File: config.mk
export PLATFORM = sky130hd
export DESIGN_NAME = reconstruction
export DESIGN_NICKNAME = d
export VERILOG_FILES = /design/src/rtl/reconstruction.sv
export SDC_FILE = /design/constraint.sdc
export NUM_CORES = 1
export LEC_CHECK = 0
export CORE_MARGIN = 8
export CORE_UTILIZATION = 49
export CTS_CLUSTER_SIZE = 16
export DETAILED_ROUTE_END_ITERATION = 6
export PLACE_DENSITY = 0.77
export SLEW_MARGIN = 40
export SYNTH_ARGS = -nofsm -noshare
export SYNTH_HDL_FRONTEND = slang
export SYNTH_SLANG_ARGS = --single-unit
File: constraint.sdc
create_clock -name clock -period 11.3 [get_ports clock]
set_input_delay 2.825 -clock clock [delete_from_list [all_inputs] [get_ports clock]]
set_output_delay 2.825 -clock clock [all_outputs]
set_load 0.01 [all_outputs]
File: src/rtl/reconstruction.sv
// -----------------------------------------------------------------------------
// reconstruction
//
// Adds an 8-lane row of signed residuals back onto the matching best-candidate
// prediction row, clips each lane to the unsigned pixel range and registers the
// reconstructed row.
//
// Pipeline: stage 1 latches the inputs; stage 2 does the add/clip and
// registers the results. Inputs sampled at edge N are on out_* after edge N+1.
//
// Ports
//   clock                       rising-edge clock
//   reset                       asynchronous, active-high
//   enable                      input row valid this cycle
//   flush                       synchronous block restart (row counter and
//                               stage-1 valid cleared)
//   residual_0..7               signed residuals, DATAWIDTH+1 bits
//   best_candidate_0..7         unsigned predictions, DATAWIDTH bits
//   out_0..7                    reconstructed, clipped pixels
//   valid_out                   out_*/sat_out/row_index updated this cycle
//   sat_out                     bit i set when lane i was clipped
//   row_index                   row number within the block of out_*
//   block_done                  one-cycle pulse with the last row of a block
// -----------------------------------------------------------------------------
module reconstruction #(
    parameter int DATAWIDTH  = 8,
    parameter int BLOCK_ROWS = 8,
    parameter int ROW_WIDTH  = 3
) (
    input  logic                        clock,
    input  logic                        reset,
    input  logic                        enable,
    input  logic                        flush,
    input  logic signed [DATAWIDTH:0]   residual_0,
    input  logic signed [DATAWIDTH:0]   residual_1,
    input  logic signed [DATAWIDTH:0]   residual_2,
    input  logic signed [DATAWIDTH:0]   residual_3,
    input  logic signed [DATAWIDTH:0]   residual_4,
    input  logic signed [DATAWIDTH:0]   residual_5,
    input  logic signed [DATAWIDTH:0]   residual_6,
    input  logic signed [DATAWIDTH:0]   residual_7,
    input  logic [DATAWIDTH-1:0]        best_candidate_0,
    input  logic [DATAWIDTH-1:0]        best_candidate_1,
    input  logic [DATAWIDTH-1:0]        best_candidate_2,
    input  logic [DATAWIDTH-1:0]        best_candidate_3,
    input  logic [DATAWIDTH-1:0]        best_candidate_4,
    input  logic [DATAWIDTH-1:0]        best_candidate_5,
    input  logic [DATAWIDTH-1:0]        best_candidate_6,
    input  logic [DATAWIDTH-1:0]        best_candidate_7,
    output logic [DATAWIDTH-1:0]        out_0,
    output logic [DATAWIDTH-1:0]        out_1,
    output logic [DATAWIDTH-1:0]        out_2,
    output logic [DATAWIDTH-1:0]        out_3,
    output logic [DATAWIDTH-1:0]        out_4,
    output logic [DATAWIDTH-1:0]        out_5,
    output logic [DATAWIDTH-1:0]        out_6,
    output logic [DATAWIDTH-1:0]        out_7,
    output logic                        valid_out,
    output logic [7:0]                  sat_out,
    output logic [ROW_WIDTH-1:0]        row_index,
    output logic                        block_done
);

    localparam int LANES = 8;
    // Sum width: one bit for the residual sign plus one for carry out of the
    // pixel range, so every candidate+residual combination is representable.
    localparam int SW = DATAWIDTH + 2;
    localparam logic [ROW_WIDTH-1:0] LAST_ROW = ROW_WIDTH'(BLOCK_ROWS - 1);

    // Lane-packed views of the flat port list
    logic [LANES-1:0][DATAWIDTH:0]   res_in;
    logic [LANES-1:0][DATAWIDTH-1:0] cand_in;

    assign res_in[0] = residual_0;
    assign res_in[1] = residual_1;
    assign res_in[2] = residual_2;
    assign res_in[3] = residual_3;
    assign res_in[4] = residual_4;
    assign res_in[5] = residual_5;
    assign res_in[6] = residual_6;
    assign res_in[7] = residual_7;

    assign cand_in[0] = best_candidate_0;
    assign cand_in[1] = best_candidate_1;
    assign cand_in[2] = best_candidate_2;
    assign cand_in[3] = best_candidate_3;
    assign cand_in[4] = best_candidate_4;
    assign cand_in[5] = best_candidate_5;
    assign cand_in[6] = best_candidate_6;
    assign cand_in[7] = best_candidate_7;

    // Stage 1
    logic [LANES-1:0][DATAWIDTH:0]   res_reg;
    logic [LANES-1:0][DATAWIDTH-1:0] cand_reg;
    logic                            s1_valid_reg;

    // Stage 2
    logic [LANES-1:0][DATAWIDTH-1:0] out_reg;
    logic [LANES-1:0]                sat_reg;
    logic [ROW_WIDTH-1:0]            row_index_reg;
    logic [ROW_WIDTH-1:0]            row_cnt_reg;
    logic                            valid_reg;
    logic                            done_reg;

    // Add/clip results feeding stage 2
    logic [LANES-1:0][DATAWIDTH-1:0] pix_next;
    logic [LANES-1:0]                sat_next;

    generate
        for (genvar gi = 0; gi < LANES; gi++) begin : g_lane
            logic signed [SW-1:0] sum;
            logic                 clip_low;
            logic                 clip_high;

            // Candidate is zero-extended, residual sign-extended.
            assign sum = $signed({2'b00, cand_reg[gi]})
                       + $signed({res_reg[gi][DATAWIDTH], res_reg[gi]});

            // Negative sums clip to 0; a non-negative sum with the bit just
            // above the pixel range set has exceeded the maximum pixel value.
            assign clip_low  = sum[SW-1];
            assign clip_high = ~sum[SW-1] & sum[DATAWIDTH];

            assign pix_next[gi] = clip_low  ? '0 :
                                  clip_high ? '1 :
                                  sum[DATAWIDTH-1:0];
            assign sat_next[gi] = clip_low | clip_high;
        end
    endgenerate

    always_ff @(posedge clock or posedge reset) begin
        if (reset) begin
            res_reg       <= '0;
            cand_reg      <= '0;
            s1_valid_reg  <= 1'b0;
            out_reg       <= '0;
            sat_reg       <= '0;
            row_index_reg <= '0;
            row_cnt_reg   <= '0;
            valid_reg     <= 1'b0;
            done_reg      <= 1'b0;
        end else begin
            // Stage 1: data loads whenever enabled; a flush only kills the
            // valid, so a row arriving with flush is silently discarded.
            if (enable) begin
                res_reg  <= res_in;
                cand_reg <= cand_in;
            end
            s1_valid_reg <= enable & ~flush;

            // Stage 2: a row already validated in stage 1 still completes on
            // a flush edge, numbered with the pre-flush counter.
            valid_reg <= s1_valid_reg;
            if (s1_valid_reg) begin
                out_reg       <= pix_next;
                sat_reg       <= sat_next;
                row_index_reg <= row_cnt_reg;
                done_reg      <= (row_cnt_reg == LAST_ROW);
                row_cnt_reg   <= (row_cnt_reg == LAST_ROW) ? '0
                                                           : row_cnt_reg + ROW_WIDTH'(1);
            end else begin
                done_reg <= 1'b0;
            end

            // Flush overrides the counter advance above.
            if (flush) begin
                row_cnt_reg <= '0;
            end
        end
    end

    assign out_0      = out_reg[0];
    assign out_1      = out_reg[1];
    assign out_2      = out_reg[2];
    assign out_3      = out_reg[3];
    assign out_4      = out_reg[4];
    assign out_5      = out_reg[5];
    assign out_6      = out_reg[6];
    assign out_7      = out_reg[7];
    assign valid_out  = valid_reg;
    assign sat_out    = sat_reg;
    assign row_index  = row_index_reg;
    assign block_done = done_reg;

endmodule

* Word-level counts from Yosys, hierarchy flattened
Index checks and enable logic that the tools add are counted.
** Storage, ports and cells
- Bits in registers :: 217
- Output and inout port bits :: 77
- Logic and storage cells :: 87
** Operators by class
- $add $sub $neg :: 9
- Equal/unequal tests :: 1
- Muxes and demuxes :: 20
- Bitwise operators :: 26
- Reduce and logical (&&, ||, !) cells :: 1
** Operators by type and width (number)
- $mux W8 :: 16
- $add A9 B9 Y10 :: 8
- $and A1 B1 Y1 :: 9
- $mux W3 :: 3
- $not A1 Y1 :: 9
- $or A1 B1 Y1 :: 8
- $add A3 B1 Y3 const B :: 1
- $eq A3 B3 Y1 const B :: 1
- $reduce_bool A2 Y1 :: 1
- $mux W1 :: 1

* Depth between registers and ports, before layout
- Depth in word-level cells :: 5
- Depth in mapped cells :: 7
- Gate-level depth less buffers :: 7

* Worst setup path after synthesis
No wires, ideal clock.
- Path kind :: input -> register
- From :: in enable
- To :: reg cand_reg[0] (netlist bit)
- Library setup time :: 0.125 ns
- Data arrival time :: 3.782 ns
- Data required time :: 11.175 ns
- Path slack :: 7.393 ns
- Stages on the path :: 3
- Buffers on the path :: 2
- Cells stage by stage :: clkbuf_1 clkbuf_1 mux2_2
** RTL lines
- start, declared :: line 32 : input logic enable,
- end signal, assigned :: line 147 : cand_reg <= cand_in;
- end, declared :: line 94 : logic [LANES-1:0][DATAWIDTH-1:0] cand_reg;
No word-level cell between the ends.

* Worst setup path after layout
- From :: reg row_index_reg[0] (netlist: row_index[0])
- To :: out row_index[0]
** RTL lines
- start, declared :: line 100 : logic [ROW_WIDTH-1:0] row_index_reg;
- start signal, assigned :: line 157 : row_index_reg <= row_cnt_reg;
- end, declared :: line 60 : output logic [ROW_WIDTH-1:0] row_index,
No word-level cell between the ends.

==> flow_summary_export.csv <==
group,metric,value,unit
timing,setup_viol,0,
timing,final.min_clock_period,4.29,ns
drt,met3_length,1.47,mm
clock_network,cts.htree.levels,1,
timing,tightest_slew,0.698,ns
clock_network,cts_resized,0,
synthesis,syn_avg_cell_area,13.2,um2
placed_design,gp_congestion,0.832,
die,die_h,164,um
timing,rsz0062_at_grt,"no",
drt,ant_nets,0,
placed_design,place_ws,6.55,ns
timing,skew,0.00921,ns
critical_path,critPathRequiredTime,8.48,ns
worst_hold_path,hold_class,"register to register",
clock_network,cts_tree,"yes",
clock_network,cts-buffers-inserted,25,
synthesis,synth_area,0.0107,mm2
critical_path,worstPathArrival,1.46,ns
drt,highest_layer,"met4",
pwr,seq_power_share,0.399,
timing,clock.fmax,0.233,GHz
drt,wl_met1,10.6,mm
die,coreArea,0.0217,mm2
critical_path,critPathMaxFanout,2,
synthesis,yosysWarnings,0,
run,maxCapViolCount,0,
pwr,swShare,0.284,
cells_and_area,insertedDiodeCount,0,
synthesis,synth_seq_cells,217,
clock_network,clock_path_buffers,3,
clock_network,cts.sinks,217,
timing,slew_violations,0,
pwr,peakVddDrop,0.000134,V
synthesis,syn_inst,814,
synthesis,seq_area_frac_synth,0.505,
grt,grt_max_degree,139,
cells_and_area,postLayoutCellArea,0.0140,mm2
synthesis,yosysUniqueCellTypes,41,
drt,met2_length,11.5,mm
timing,final.setup.tns,0,ns
die,die_width,164,um
clock_network,post_cts_buffers,0,
cells_and_area,drive_above_1_share,0.217,
critical_path,cp_top_family,"buffers and inverters",
cells_and_area,largest_register_ffs,72,
grt,antenna_found_initial,0,
timing,fin_ws,7.01,ns
placed_design,dpl.hpwl,17.4,mm
placed_design,placed_area,0.0132,mm2
critical_path,crit_path_end_kind,"primary output",
pwr,clockPowerShare,0.308,
drt,first_iter_violations,248,
cells_and_area,final_core_util,0.645,
clock_network,holdBufCountCts,0,
timing,relSlewSlack,0.535,
critical_path,cpPeakStageDelay,0.56,ns
critical_path,cp_num_buf_inv,1,
drt,wl_per_cell,18.0,um
cells_and_area,area_growth,30.3,%
critical_path,critPathSlowestCell,"clkdlybuf4s50_1",
drt,drc,0,
clock_network,clk_pin_slew,0.06,ns
pwr,internal-power,1.82,mW
grt,track_usage,0.177,
grt,gr-total-overflow,0,
synthesis,synth_nets,1028,
timing,hold_slack,0.509,ns
grt,grt_pass1_wl,39.3,mm
pwr,combinationalPowerShare,0.293,
placed_design,io_buffers,216,
drt,routed_wl,23.8,mm
clock_network,clock-root-buffer,"clkbuf_16",
die,rows,54,
die,io_pins,217,
pwr,p_leak,5.82,nW
grt,grt_pass1_vias,7700,
pwr,cellPowerDensity,181,mW/mm2
die,initial_core_util,0.495,
die,die-area,0.0269,mm2
drt,avgViaCountPerCell,5.46,
drt,vias,7241,
critical_path,startpoint_type,"register",
cells_and_area,final_nets,1245,
pwr,power.switching,721,uW
clock_network,insertion_delay,0.51,ns
drt,drt_first_pass_iters,4,
timing,final_hold_viol_count,0,
timing,fin_crit_sh,0.380,
critical_path,path_class,"register to primary output",
status,status,"completed",
critical_path,crit_chain,"clkdlybuf4s50_1",
==> layout make-up <==
cell class / instances / area, um2
clock buffer: 34 / 729
clock inverter: 9 / 80.1
fill: 1653 / 7690
inverter: 9 / 46.3
multi-input combinational: 559 / 5160
sequential: 217 / 5430
tap: 280 / 350
timing repair buffer: 219 / 2190
==> cell usage after synthesis <==
master     instances  area share
o221a_2           23       0.024
nor2_1            25      0.0087
a21oi_2            3      0.0024
buf_2              8      0.0037
dfrtp_1          217        0.51
o22ai_1            1     0.00058
a211oi_1          29       0.020
nor2b_1            1     0.00058
mux2i_1            5      0.0047
nand2b_1          10      0.0058
mux2_2           142        0.15
xnor2_1           27       0.022
o221a_1           23       0.024
fa_1               8       0.015
o22a_1             9      0.0073
nand2_1           18      0.0063
buf_1              1     0.00035
inv_1              9      0.0031
o21ai_1            8      0.0037
and3b_1            3      0.0024
a21o_1            11      0.0077
ha_1              66       0.077
a2111oi_4          3      0.0077
nand4b_1           3      0.0024
and2_1             7      0.0041
o21bai_1           4      0.0028
clkbuf_1          20      0.0070
a21oi_1           45       0.021
o311ai_1           2      0.0016
o211ai_1           8      0.0056
or3_1              2      0.0012
mux2_4             5      0.0070
o22a_2             1     0.00093
or3_4              1      0.0010
nor3_1             1     0.00047
xor2_1            21       0.017
o31ai_1            2      0.0014
o21a_1            12      0.0084
a21boi_0           2      0.0014
a2111oi_2          2      0.0028
o21ai_0           26       0.012
==> layer usage <==
| layer | up-vias | GRT usage |
|---|---|---|
| li1 | 3506 | - |
| met1 | 3546 | 0.233 |
| met2 | 162 | 0.296 |
| met3 | 27 | 0.0376 |
| met4 | 0 | 0.0384 |
| met5 | - | 0 |
==> through the flow <==
stage	instances	power [mW]
after floorplan	814	1.44
after global placement	1284	1.76
after detailed placement	1284	1.77
after CTS	1327	2.57
after global routing	1327	2.68
final	1327	2.54
==> worst register-to-register path, delay by kind of cell, from the launching register on <==
kind | cells | cell delay, ns
flops | 1 | 0.38
mux | 1 | 0.36
compound gates | 4 | 0.91
fa+ha+maj | 2 | 0.70
==> placed cells by master (no fill, tap or decap), types with 9 or more instances in the layout <==
cell               n
xor2_1            21
ha_1              66
xnor2_1           27
nand2_1           18
o221a_2           23
dfrtp_1          216
o21a_1            12
clkdlybuf4s50_1  215
o21ai_0           26
a21oi_1           45
a21o_1            11
nand2b_1          10
o22a_1             9
nor2_1            25
mux2_2           142
o221a_1           23
clkbuf_16         25
a211oi_1          29
==> power groups by stage <==
stage | logic (mW) | clock network [mW] | registers, mW
6_report | 0.744 | 0.782 | 1.01
5_1_grt | 0.815 | 0.835 | 1.03
4_1_cts | 0.754 | 0.800 | 1.01
3_5_place_dp | 0.751 | 0 | 1.02
3_3_place_gp | 0.734 | 0 | 1.02
2_1_floorplan | 0.405 | 0 | 1.04
==> worst paths after layout <==
kind                       slack [ns]  cells past startpoint    startpoint            to
min reg2reg                      0.51                      1  row_index[2]  row_index[2]
max reg2reg                      8.86                      7   res_reg[36]      out_4[3]
min in group asynchronous        2.91                      2         reset   res_reg[60]
min                              0.51                      1  row_index[2]  row_index[2]
max in group asynchronous        7.19                      3         reset  s1_valid_reg
max                              7.01                      1  row_index[0]  row_index[0]
==> kinds of logic after synthesis <==
| family | share of synthesized area |
|---|---|
| DFF | 0.505 |
| and+or+nand+nor | 0.0331 |
| AOI/OAI and AO/OA | 0.156 |
| muxes | 0.160 |
| buffers and inverters | 0.0142 |
| xor gates and xnor gates | 0.0391 |
| adders and majority gates | 0.0918 |
No activity file was read; power rests on OpenSTA's default activity.
